## config.mk

```make
export PLATFORM = sky130hd
export DESIGN_NAME = sdr_rd_capture
export DESIGN_NICKNAME = d
export VERILOG_FILES = /design/src/rtl/sdr_pkg.sv /design/src/rtl/sdr_cl_delay.sv /design/src/rtl/sdr_rd_capture.sv
export SDC_FILE = /design/constraint.sdc
export NUM_CORES = 1
export LEC_CHECK = 0
export CAP_MARGIN = 25
export CORE_MARGIN = 1
export CORE_UTILIZATION = 45
export DETAILED_ROUTE_END_ITERATION = 10
export PLACE_DENSITY = 0.82
export SKIP_LAST_GASP = 1
export SYNTH_ARGS = -nofsm -noshare
export SYNTH_HDL_FRONTEND = slang
export SYNTH_HIERARCHICAL = 1
export SYNTH_SLANG_ARGS = --single-unit
```

## constraint.sdc

```tcl
create_clock -name clk -period 2.7 [get_ports clk]
set_clock_uncertainty 0.2 [all_clocks]
set_input_delay 0.54 -clock clk [delete_from_list [all_inputs] [get_ports clk]]
set_output_delay 0.54 -clock clk [all_outputs]
set_load 0.02 [all_outputs]
```

## src/rtl/sdr_pkg.sv

```systemverilog
// Shared command encodings and beat-FSM state type for the SDRAM read-capture path.
// Command values are the raw {cs_n, ras_n, cas_n, we_n} pin pattern.
package sdr_pkg;

    localparam int CL_MIN = 1;

    typedef enum logic [3:0] {
        CMD_READ  = 4'b0101,
        CMD_BST   = 4'b0110,
        CMD_NOP   = 4'b0111,
        CMD_OTHER = 4'b1111
    } sdr_cmd_e;

    typedef enum logic {
        ST_IDLE  = 1'b0,
        ST_BURST = 1'b1
    } beat_state_e;

    function automatic sdr_cmd_e sdr_decode(input logic cs_n, input logic ras_n,
                                            input logic cas_n, input logic we_n);
        sdr_cmd_e cmd;
        case ({cs_n, ras_n, cas_n, we_n})
            4'b0101: cmd = CMD_READ;
            4'b0110: cmd = CMD_BST;
            4'b0111: cmd = CMD_NOP;
            default: cmd = CMD_OTHER;
        endcase
        return cmd;
    endfunction

endpackage

```

## src/rtl/sdr_cl_delay.sv

```systemverilog
// Single-bit marker shift register with a selectable tap, used to delay decoded
// commands by the CAS latency. Markers keep travelling to the end of the line.
module sdr_cl_delay #(
    parameter int DEPTH = 3,
    parameter int IDXW  = 2
) (
    input  logic            clk,
    input  logic            reset_n,
    input  logic            mark_i,
    input  logic [IDXW-1:0] tap_i,
    output logic            tap_o,
    output logic            any_o
);

    logic [DEPTH-1:0] line_q;
    logic [DEPTH-1:0] line_d;

    always_comb begin
        line_d    = line_q << 1;
        line_d[0] = mark_i;
    end

    always_ff @(posedge clk or negedge reset_n) begin
        if (!reset_n) begin
            line_q <= '0;
        end else begin
            line_q <= line_d;
        end
    end

    assign tap_o = line_q[tap_i];
    assign any_o = |line_q;

endmodule

```

## src/rtl/sdr_rd_capture.sv

```systemverilog
// SDRAM read-data capture: decodes READ/BST, delays them by CAS latency and
// samples dq for a burst, presenting registered beats with a burst tag.
//
//   state    | meaning
//   ---------+-------------------------------------------------------------
//   ST_IDLE  | no burst active; a start tap captures beat 0
//   ST_BURST | beats 1..BURST_LEN-1 pending; cnt_q is the next beat index
module sdr_rd_capture
    import sdr_pkg::*;
#(
    parameter int DQ_WIDTH  = 16,
    parameter int BURST_LEN = 4,
    parameter int MAX_CL    = 3
) (
    input  logic                clk,
    input  logic                reset_n,
    input  logic [2:0]          cfg_sdr_cas,
    input  logic                cs_n,
    input  logic                ras_n,
    input  logic                cas_n,
    input  logic                we_n,
    input  logic [DQ_WIDTH-1:0] dq,
    output logic [DQ_WIDTH-1:0] rd_data,
    output logic                rd_valid,
    output logic                rd_last,
    output logic                rd_busy,
    output logic [3:0]          rd_id
);

    localparam int TAPW = (MAX_CL > 1) ? $clog2(MAX_CL) : 1;
    localparam int CNTW = (BURST_LEN > 1) ? $clog2(BURST_LEN) : 1;
    localparam logic [CNTW-1:0] LAST_CNT  = CNTW'(BURST_LEN - 1);
    localparam logic [CNTW-1:0] FIRST_CNT = CNTW'(1);
    localparam logic            SINGLE    = (BURST_LEN == 1);

    sdr_cmd_e        cmd;
    logic            is_read;
    logic            is_bst;
    logic [2:0]      cl_eff;
    logic [TAPW-1:0] tap_idx;
    logic            start_tap;
    logic            bst_tap;
    logic            start_any;
    logic            bst_any;

    beat_state_e         state_q;
    logic [CNTW-1:0]     cnt_q;
    logic [DQ_WIDTH-1:0] data_q;
    logic                valid_q;
    logic                last_q;
    logic [3:0]          id_q;

    assign cmd     = sdr_decode(cs_n, ras_n, cas_n, we_n);
    assign is_read = (cmd == CMD_READ);
    assign is_bst  = (cmd == CMD_BST);

    // Out-of-range latencies are clamped rather than left to index past the line.
    always_comb begin
        cl_eff = cfg_sdr_cas;
        if (cfg_sdr_cas < 3'(CL_MIN)) begin
            cl_eff = 3'(CL_MIN);
        end else if (cfg_sdr_cas > 3'(MAX_CL)) begin
            cl_eff = 3'(MAX_CL);
        end
        tap_idx = TAPW'(cl_eff - 3'd1);
    end

    sdr_cl_delay #(.DEPTH(MAX_CL), .IDXW(TAPW)) u_start_dly (
        .clk     (clk),
        .reset_n (reset_n),
        .mark_i  (is_read),
        .tap_i   (tap_idx),
        .tap_o   (start_tap),
        .any_o   (start_any)
    );

    sdr_cl_delay #(.DEPTH(MAX_CL), .IDXW(TAPW)) u_bst_dly (
        .clk     (clk),
        .reset_n (reset_n),
        .mark_i  (is_bst),
        .tap_i   (tap_idx),
        .tap_o   (bst_tap),
        .any_o   (bst_any)
    );

    // A start tap always wins: it both interrupts a running burst and overrides a BST.
    always_ff @(posedge clk or negedge reset_n) begin
        if (!reset_n) begin
            state_q <= ST_IDLE;
            cnt_q   <= '0;
            data_q  <= '0;
            valid_q <= 1'b0;
            last_q  <= 1'b0;
            id_q    <= '0;
        end else begin
            valid_q <= 1'b0;
            last_q  <= 1'b0;
            if (start_tap) begin
                data_q  <= dq;
                valid_q <= 1'b1;
                last_q  <= SINGLE;
                id_q    <= id_q + 4'd1;
                cnt_q   <= FIRST_CNT;
                state_q <= SINGLE ? ST_IDLE : ST_BURST;
            end else if (state_q == ST_BURST) begin
                if (bst_tap) begin
                    state_q <= ST_IDLE;
                end else begin
                    data_q  <= dq;
                    valid_q <= 1'b1;
                    last_q  <= (cnt_q == LAST_CNT);
                    if (cnt_q == LAST_CNT) begin
                        state_q <= ST_IDLE;
                    end else begin
                        cnt_q <= cnt_q + FIRST_CNT;
                    end
                end
            end
        end
    end

    assign rd_data  = data_q;
    assign rd_valid = valid_q;
    assign rd_last  = last_q;
    assign rd_id    = id_q;
    assign rd_busy  = start_any | bst_any | (state_q == ST_BURST);

endmodule

```

* Word-level counts from Yosys, hierarchy flattened
Cells that the tools add are included.
Operators by class: add/sub/neg operators 3, magnitude comparators 3, eq/ne operators 8, multiplexer cells 24, bitwise gates (word level) 2, reductions and logical operators 5
Operators with widths (number):
- $mux 16 | 3
- $eq 4x3->1 const B | 5
- $mux 1 | 12
- $mux 2 | 6
- $pmux 4 s3 | 1
- $reduce_or 3->1 | 2
- $add 4x1->4 const B | 1
- $bmux 1 s2 | 2
- $ne 2x2->1 const B | 2
- $gt 3x2->1 const B | 1
- $lt 2x3->1 const B | 1
- $lt 3x1->1 const B | 1
- $reduce_and 3->1 | 1
- $add 2x1->2 const B | 1
- $eq 2x2->1 const B | 1
- $or 1x1->1 | 2
- $reduce_and 2->1 | 1
- $reduce_bool 2->1 | 1
- $sub 2x1->2 const B | 1
Storage, ports and cells: bits in registers 31, input port bits 25, output and inout port bits 23

* Depth between registers and ports, before layout
Gate-level depths: netlist of the first run.
depth after elaboration 9, depth in mapped cells 7, depth with buffers taken out 6

* By module
The synthesis of the first run kept the hierarchy.
Modules (own cells, without submodules):
- sdr_rd_capture | instances 1, cells each 66, area each 1016.0 sq um
- sdr_cl_delay | instances 2, cells each 7, area each 101.3 sq um

* Worst setup path after synthesis of the first run
No wires, ideal clock.
path type input -> register, start point input port cfg_sdr_cas[2], end point register data_q[0], in the netlist rd_data[0], library setup time 125 ps, arrival 1979 ps, setup slack 396 ps, stages on the path 7, buffers on the path 1, cell sequence nor3b_1 -> nand2_1 -> o22ai_1 -> inv_1 -> a21oi_4 -> buf_6 -> mux2_2
Between the ends: cells in the longest elaborated chain, start to end 8, elaborated cells on any way between the ends 13, those cells by class add/sub (1); order compare (2); eq/ne (1); mux (7); reduce/logical (2)
RTL lines:
- start: declaration | line sdr_rd_capture.sv:17 | input logic [2:0] cfg_sdr_cas,
- $gt 3x2->1 | line sdr_rd_capture.sv:62 | end else if (cfg_sdr_cas > 3'(MAX_CL)) begin
- $mux 2 | line sdr_rd_capture.sv:62
- $mux 2 * | line sdr_rd_capture.sv:60 | if (cfg_sdr_cas < 3'(CL_MIN)) begin
- $sub 2x1->2 * | line sdr_rd_capture.sv:65 | tap_idx = TAPW'(cl_eff - 3'd1);
- $bmux 1 s2 * | line sdr_cl_delay.sv:31 | assign tap_o = line_q[tap_i];
- $mux 1 (implied by the code) * | line sdr_cl_delay.sv:31
- via bst_tap | line sdr_rd_capture.sv:42 | logic bst_tap;
- $ne 2x2->1 (no line) *
- $reduce_and 2->1 (no line) *
- end signal: assignment | line sdr_rd_capture.sv:99 | data_q <= dq;
- end signal: assignment | line sdr_rd_capture.sv:109 | data_q <= dq;
- end: declaration | line sdr_rd_capture.sv:48 | logic [DQ_WIDTH-1:0] data_q;
The timed path passes the listed nets; every way through them passes the cells marked *. The select of a mux whose other input is x is not followed. A chain may end at the register's enable or synchronous reset.

* Worst setup path after layout of the first run
start point register u_bst_dly.line_q[0], end point output port rd_busy
Between the ends: cells in the longest elaborated chain, start to end 3
RTL lines:
- start: declaration | line sdr_cl_delay.sv:15 | logic [DEPTH-1:0] line_q;
- start signal: assignment | line sdr_cl_delay.sv:27 | line_q <= line_d;
- $reduce_or 3->1 | line sdr_cl_delay.sv:32 | assign any_o = |line_q;
- via bst_any | line sdr_rd_capture.sv:44 | logic bst_any;
- $or 1x1->1 (2 in a row) | line sdr_rd_capture.sv:126 | assign rd_busy = start_any | bst_any | (state_q == ST_BURST);
- end: declaration | line sdr_rd_capture.sv:26 | output logic rd_busy,
The timed path passes the listed nets, and every way through them passes these cells.

==> results of run 1 <==
[registers in the layout (all words and copies together), names as in the netlist]
signal              cells
cnt_q                   2
rd_data                16
rd_id                   4
rd_last                 1
rd_valid                1
state_q                 1
u_bst_dly/line_q        3
u_start_dly/line_q      3
[stage by stage]
step	std cells	hold slack (ps)	total power [µW]	cell area (µm²)
finish	167	198	1980	1820
global placement	159	187	1670	1750
CTS	167	202	2000	1820
floorplan	80	44.4	1250	1220
detailed placement	159	185	1690	1750
global route	167	232	2090	1820
[logic make-up after synthesis]
family	count (synthesis)
and+or+nand+nor	15
adders and majority gates	2
buffers and inverters	4
DFF	31
muxes	20
AOI/OAI and AO/OA	4
xor gates and xnor gates	4
[worst max-delay path by stage]
stage | slack (ps) | endpoint | cells past startpoint
after global placement | 0.2 | rd_data[2]$_DFFE_PN0P_ | 8
after floorplan | 400 | rd_data[0]$_DFFE_PN0P_ | 7
final | 90 | rd_busy | 3
after CTS | 70 | rd_busy | 3
after detailed placement | -140 | rd_data[11]$_DFFE_PN0P_ | 8
after global routing | 20 | rd_busy | 3
[report_power, final]
| part | switching [µW] | leakage, µW | internal, µW |
|---|---|---|---|
| sequential | 108 | 0.000384 | 646 |
| clock | 151 | 0.0000386 | 153 |
| combinational | 404 | 0.000386 | 517 |
[layout make-up]
class,count,area share [%]
tap,30,2.06
inverter,2,0.412
clock buffer,8,3.78
multi-input combinational,45,23.0
sequential,31,42.6
timing repair buffer,51,28.1
[metal layers]
layer | GRT usage [%] | up-vias
met5 | 0 | -
met4 | 9.40 | 0
met3 | 7.63 | 4
met2 | 28.2 | 25
met1 | 22.5 | 401
li1 | - | 393
[synthesized netlist by cell type, types with 2 or more instances]
cell type	number	area, µm²
dfrtp_1	31	776
nor3b_1	2	15.0
nand2_1	3	11.3
ha_1	2	25.0
xnor2_1	3	26.3
or3_1	2	12.5
nor4bb_1	2	20.0
inv_1	2	7.51
mux2_2	17	191
mux2i_1	3	30.0
o22ai_1	2	12.5
[worst register-to-register path, delay by kind of cell, from the launching register on]
family | cells | cell delay (ps)
AND/OR/NAND/NOR | 2 | 440
buffers and inverters | 1 | 160
multiplexers | 2 | 390
AO/OA/AOI/OAI | 1 | 110
flip-flops | 1 | 410
[timing repair]
item,4_1_cts,5_1_grt
setup endpoints to repair,1,0
hold buffers,0,0
gates resized for setup,1,0
==> results.md, run 1 <==
- Post-CTS Setup Repair Bufs: 0
- #FFs+latches synth: 31
- Clock buffer depth: 2
- Worst-path maximum fanout: 3
- Ant diodes: 0
- Synthesized cell area: 1220 µm²
- Family with the most delay on the worst path: simple AND/OR/NAND/NOR gates
- Metal3 WL: 153 µm
- Power Density: 1090 nW/µm²
- Post-synthesis async set-or-reset flop share: 100%
- Least-Margin Pin Slew: 463 ps
- Clock latency at the later pin of the worst-skew pair: 320 ps
- Worst reg2reg path depth: 6
- Total clock sinks: 31
- Iter 0 DRT Violations: 1
- Fin. Hold Viols: 0
- Register Area: 776 µm²
- Initial Util: 48.3%
- Die area: 2920 µm²
- Post-layout util: 72.2%
- Final setup violation count: 0
- Total grt overflow: 0
- Area share of xor/xnor cells in the synthesized design: 2.87%
- Hold endpoint: u_bst_dly/line_q[2]$_DFF_PN0_
- Setup CP Type: flop to primary output
- Most common cell after layout, fill and taps aside: clkdlybuf4s50_1
- Compound-Gate Fraction of Synth Area: 2.98%
- Fillers: 177
- # IOs: 48
- Die width: 54.0 µm
- Tcrit/Tclk final: 96.8%
- Drt wl/cell: 14.2 µm
- Min-Delay Path Class: flop to flop
- Max layer used: met4
- Adder-Cell Fraction of Synth Area: 2.05%
- Initial antenna violation count: 0
- Via count: 823
- Run status: finished, final reports clean
- Core Area: 2520 µm²
- Simple-Gate Fraction of Synth Area: 8.32%
- CTS tree: done
- Slowest stage delay, CP: 440 ps
- DRC: 0
- RR Startpoint: u_bst_dly/line_q[0]$_DFF_PN0_
- Worst Path Arrival: 1870 ps
- Crit path buffers/inverters: 1
- Number of global-route vias before repair: 821
- Combinational family with the most area after synthesis: multiplexers
- DRT Wirelength: 2370 µm
- Worst vdd ir: 866 µV
- Clock transition at path regs: 90 ps
- Syn avg cell area: 15.2 µm²
- Min-delay src: u_bst_dly/line_q[1]$_DFF_PN0_
- Pre-CTS WS: -138 ps
- Max-cap violations: 0
- Chip height: 54.0 µm
- R2R Path End: cnt_q[1]$_DFFE_PN0P_
- Minimum clock period: 2610 ps
- WL met1: 1020 µm
- Slowest CP cell: or3_2
- Number of synthesized flops with an enable pin: 0
- Post-layout net count: 163
- Post-synthesis sequential area ratio: 63.7%
- RSZ-0062 raised after global routing: false
- CTS H-tree depth: 2
- Syn Nets: 107
- Fmax: 383 MHz
- Share of layout cells above drive strength 1: 23.4%
- Post-DP HPWL: 1710 µm
- Root buffer cell: clkbuf_4
- Post-route ant nets: 0
- Final GP Congestion: 0.751
- Setup slack, reg-to-reg: 890 ps
- Overall Global Routing Usage: 18.5%
- Beginning of the critical path: u_bst_dly/line_q[0]$_DFF_PN0_
- Commonest non-fill, non-tap cells in the layout: 46 x clkdlybuf4s50_1, 31 x dfrtp_1, 17 x mux2_2, 5 x clkbuf_4
- Mux contribution to synthesized area: 18.2%
- Leakage: 0.000808 µW
- First-pass detailed-route iteration total: 2
- Crit path setup slack, layout: 86.7 ps
- Port bufs: 47
- Largest net degree at the start of global routing: 32
- Area Overhead vs Synth: 49.4%
- Startpoint Class: flop
- CP endpoint kind: primary output
- Unique cell type count in the Yosys netlist: 22
- Yosys Warn Count: 6
- Ys flop type: dfrtp_1
- CP required: 1960 ps
- CP cell instances: or3_1 > or3_2 > dlygate4sd2_1
- Setup TNS: 0 ps
- Max_slew headroom: 69.1%
- Row Count: 18
- CTS Buf Count: 5
- Post-DR vias/cell: 4.93
- Area of the multi-input gates: 419 µm²
- Cells after Synth: 80
- Routed wl met2: 1140 µm
- Max Slew Vio Count: 0
- First-pass GRT wire length: 3570 µm
- Hold path cells: 0
Note: power is estimated with default switching activity, not from simulation.
==> run 2: changes to the inputs <==
--- a/config.mk
+++ b/config.mk
@@ -7,9 +7,9 @@
 export LEC_CHECK = 0
 export CAP_MARGIN = 25
 export CORE_MARGIN = 1
-export CORE_UTILIZATION = 45
+export CORE_UTILIZATION = 38
 export DETAILED_ROUTE_END_ITERATION = 10
-export PLACE_DENSITY = 0.82
+export PLACE_DENSITY = 0.74
 export SKIP_LAST_GASP = 1
 export SYNTH_ARGS = -nofsm -noshare
 export SYNTH_HDL_FRONTEND = slang
==> constraint.sdc (replaced) <==
create_clock -name clk -period 2.4 [get_ports clk]
set_clock_uncertainty 0.2 [all_clocks]
set_input_delay 0.48 -clock clk [delete_from_list [all_inputs] [get_ports clk]]
set_output_delay 0.48 -clock clk [all_outputs]
set_load 0.02 [all_outputs]
==> run 2 against run 1 <==
Die area up 18%. Clock-buffer cell count unchanged. Non-clock buffer count up 6. Largest power group unchanged. Routed wire length down 7.1%. Largest cell class unchanged. First-iteration DRC count rose to 5.0 times the previous value. Core utilization down 10 points. Sequential cell count unchanged. Final area up 4.1%. Sequential power up 13%. Sequential share of layout area down 1.7 points. Setup slack better by 48 ps.
==> results.md, run 2 (synthesis gave the netlist of run 1 again) <==
- Run status: finished, final reports clean (unchanged)
- Die area: 3440 µm² (was 2920 µm²)
- Core Area: 3050 µm² (was 2520 µm²)
- Switching pwr: 733 µW (was 663 µW)
- DRT Wirelength: 2200 µm (was 2370 µm)
- Clock buffer depth: 2 (unchanged)
- Total clock sinks: 31 (unchanged)
- DRC: 0 (unchanged)
- Initial antenna violation count: 0 (unchanged)
- Slowest CP cell: clkdlybuf4s50_1 (was or3_2)
- Leakage: 0.000842 µW (was 0.000808 µW)
- Placed Area: 1810 µm² (was 1750 µm²)
- Die width: 58.6 µm (was 54.0 µm)
- Top cell by count, worst path: buf_4
- Family with the most delay on the worst path: buffers and inverters (was simple AND/OR/NAND/NOR gates)
- Commonest non-fill, non-tap cells in the layout: 46 x clkdlybuf4s50_1, 31 x dfrtp_1, 17 x mux2_2, 9 x buf_4, 5 x clkbuf_4 (was 46 x clkdlybuf4s50_1, 31 x dfrtp_1, 17 x mux2_2, 5 x clkbuf_4)
- Iter 0 DRT Violations: 5 (was 1)
- Final setup violation count: 0 (unchanged)
- First-pass detailed-route iteration total: 3 (was 2)
- Setup CP Type: primary input to flop (was flop to primary output)
- Post-Place Cells: 178 (was 159)
- Minimum clock period: 2270 ps
- Overall Global Routing Usage: 15.5% (was 18.5%)
- CP cell instances: clkdlybuf4s50_1 > nor3b_1 > buf_4 > nand2_1 > o22ai_2 > inv_1 > a21oi_4 > buf_4 > mux2_2 (was or3_1 > or3_2 > dlygate4sd2_1)
- Clock power frac: 14.8% (was 15.4%)
- Fmax: 441 MHz
- Share of layout cells above drive strength 1: 28.0% (was 23.4%)
- Pre-CTS WS: -230 ps (was -138 ps)
- Area Overhead vs Synth: 55.5% (was 49.4%)
- Final GP Congestion: 0.728 (was 0.751)
- CTS tree: done (unchanged)
- Max-cap violations: 0 (unchanged)
- Tcrit/Tclk final: 94.4%
- Max Slew Vio Count: 0 (unchanged)
- CTS H-tree depth: 2 (unchanged)
- Post-route ant nets: 0 (unchanged)
- Sequential share of power: 37.9% (was 38.1%)
- Initial Util: 39.9% (was 48.3%)
- Worst-path maximum fanout: 6 (was 3)
- Post-DR vias/cell: 4.41 (was 4.93)
- Clock latency at the later pin of the worst-skew pair: 310 ps (was 320 ps)
- Max_slew headroom: 75.3% (was 69.1%)
- Chip height: 58.6 µm (was 54.0 µm)
- Total grt overflow: 0 (unchanged)
- Number of global-route vias before repair: 887 (was 821)
- CP endpoint kind: flop (was primary output)
- Internal power: 1510 µW (was 1320 µW)
- Worst hold slack: 199 ps (was 198 ps)
- Setup TNS: 0 ps (unchanged)
- Drt wl/cell: 11.8 µm (was 14.2 µm)
- First-pass GRT wire length: 3730 µm (was 3570 µm)
- Fin area: 1900 µm² (was 1820 µm²)
- Startpoint Class: primary input (was flop)
- Comb power frac: 47.3% (was 46.5%)
- Worst vdd ir: 659 µV (was 866 µV)
- Crit path buffers/inverters: 4 (was 1)
- Fin. Hold Viols: 0 (unchanged)
- Port bufs: 47 (unchanged)
- Least-Margin Pin Slew: 371 ps (was 463 ps)
- Crit path setup slack, layout: 135 ps (was 86.7 ps)
- Ant diodes: 0 (unchanged)
- Worst Path Arrival: 2270 ps (was 1870 ps)
- RSZ-0062 raised after global routing: false (unchanged)
- Fin cells: 187 (was 167)
- Power Density: 1180 nW/µm² (was 1090 nW/µm²)
- Row Count: 20 (was 18)
- Min-Delay Path Class: flop to flop (unchanged)
- Slowest stage delay, CP: 470 ps (was 440 ps)
- Largest net degree at the start of global routing: 32 (unchanged)
- Fillers: 272 (was 177)
- Root buffer cell: clkbuf_4 (unchanged)
- CTS Buf Count: 5 (unchanged)
- Via count: 825 (was 823)
- Clock transition at path regs: 90 ps (about the same)
- # IOs: 48 (unchanged)
- Net Sw Frac: 32.7% (was 33.5%)
- Max reg flops: 16 (unchanged)
- Most common cell after layout, fill and taps aside: clkdlybuf4s50_1 (unchanged)
- Post-layout net count: 169 (was 163)
- CP required: 2400 ps (was 1960 ps)
==> run 2: cell types whose count changed in the layout (fill, tap and decap cells not counted), sizes merged <==
cell,previous run,this run
buf,4,11
dlygate4sd2,1,0
==> run 2: what timing repair did <==
| item | in CTS | in global routing |
|---|---|---|
| setup endpoints to repair | 1 | 3 |
| hold buffers | 0 | 0 |
| buffers inserted | 0 | 1 |
| resized for setup | 4 | 4 |
| pin swaps | 0 | 0 |
==> run 2: power groups by stage <==
stage	registers [µW]	logic [µW]	clock network (µW)
global placement	854	1050	0
floorplan	1070	336	0
finish	851	1060	331
global route	880	1140	374
CTS	854	1060	347
detailed placement	863	1060	0
==> run 2: layer usage <==
| metal | track usage, % | vias up | routed length, µm | part of all wire [%] |
|---|---|---|---|---|
| met3 | 6.59 | 5 | 104 | 4.7 |
| met2 | 25.1 | 25 | 1120 | 51 |
| met4 | 9.18 | 0 | 63 | 2.9 |
| met5 | 0 | - | 0 | 0 |
| met1 | 17.0 | 395 | 918 | 42 |
| li1 | - | 400 | - | - |
==> run 2: area by class of cell <==
type	count	area, µm²	share of cell area, %
sequential	31	776	40.9
timing repair buffer	57	559	29.5
multi-input combinational	45	429	22.6
clock buffer	8	68.8	3.63
tap	44	55.1	2.90
inverter	2	7.51	0.396
==> run 2: worst reg2reg max path, cell delays in order, from the launching register on <==
cell and delay, ps:
dfrtp_1 350, buf_4 110, mux2i_1 70, o22ai_2 160, inv_1 90, a21oi_4 180, buf_4 180, mux2_2 340
==> run 2: path summary, 6_finish.rpt <==
| path | startpoint | endpoint | slack (ps) | cells past startpoint |
|---|---|---|---|---|
| min in group asynchronous | reset_n | rd_id[3]$_DFFE_PN0P_ | 340 | 2 |
| setup / recovery | cfg_sdr_cas[1] | rd_data[14]$_DFFE_PN0P_ | 130 | 9 |
| hold / removal | u_start_dly/line_q[0]$_DFF_PN0_ | u_start_dly/line_q[1]$_DFF_PN0_ | 200 | 0 |
| setup reg to reg | u_bst_dly/line_q[0]$_DFF_PN0_ | rd_data[14]$_DFFE_PN0P_ | 610 | 7 |
| max in group asynchronous | reset_n | u_start_dly/line_q[2]$_DFF_PN0_ | 1390 | 2 |
| hold reg to reg | u_start_dly/line_q[0]$_DFF_PN0_ | u_start_dly/line_q[1]$_DFF_PN0_ | 200 | 0 |
==> run 2: through the flow <==
stage               total power, µW  utilization [%]
floorplan                      1400                -
global placement               1900             59.2
detailed placement             1930             59.2
CTS                            2260             61.3
global route                   2390             62.1
finish                         2240             62.1
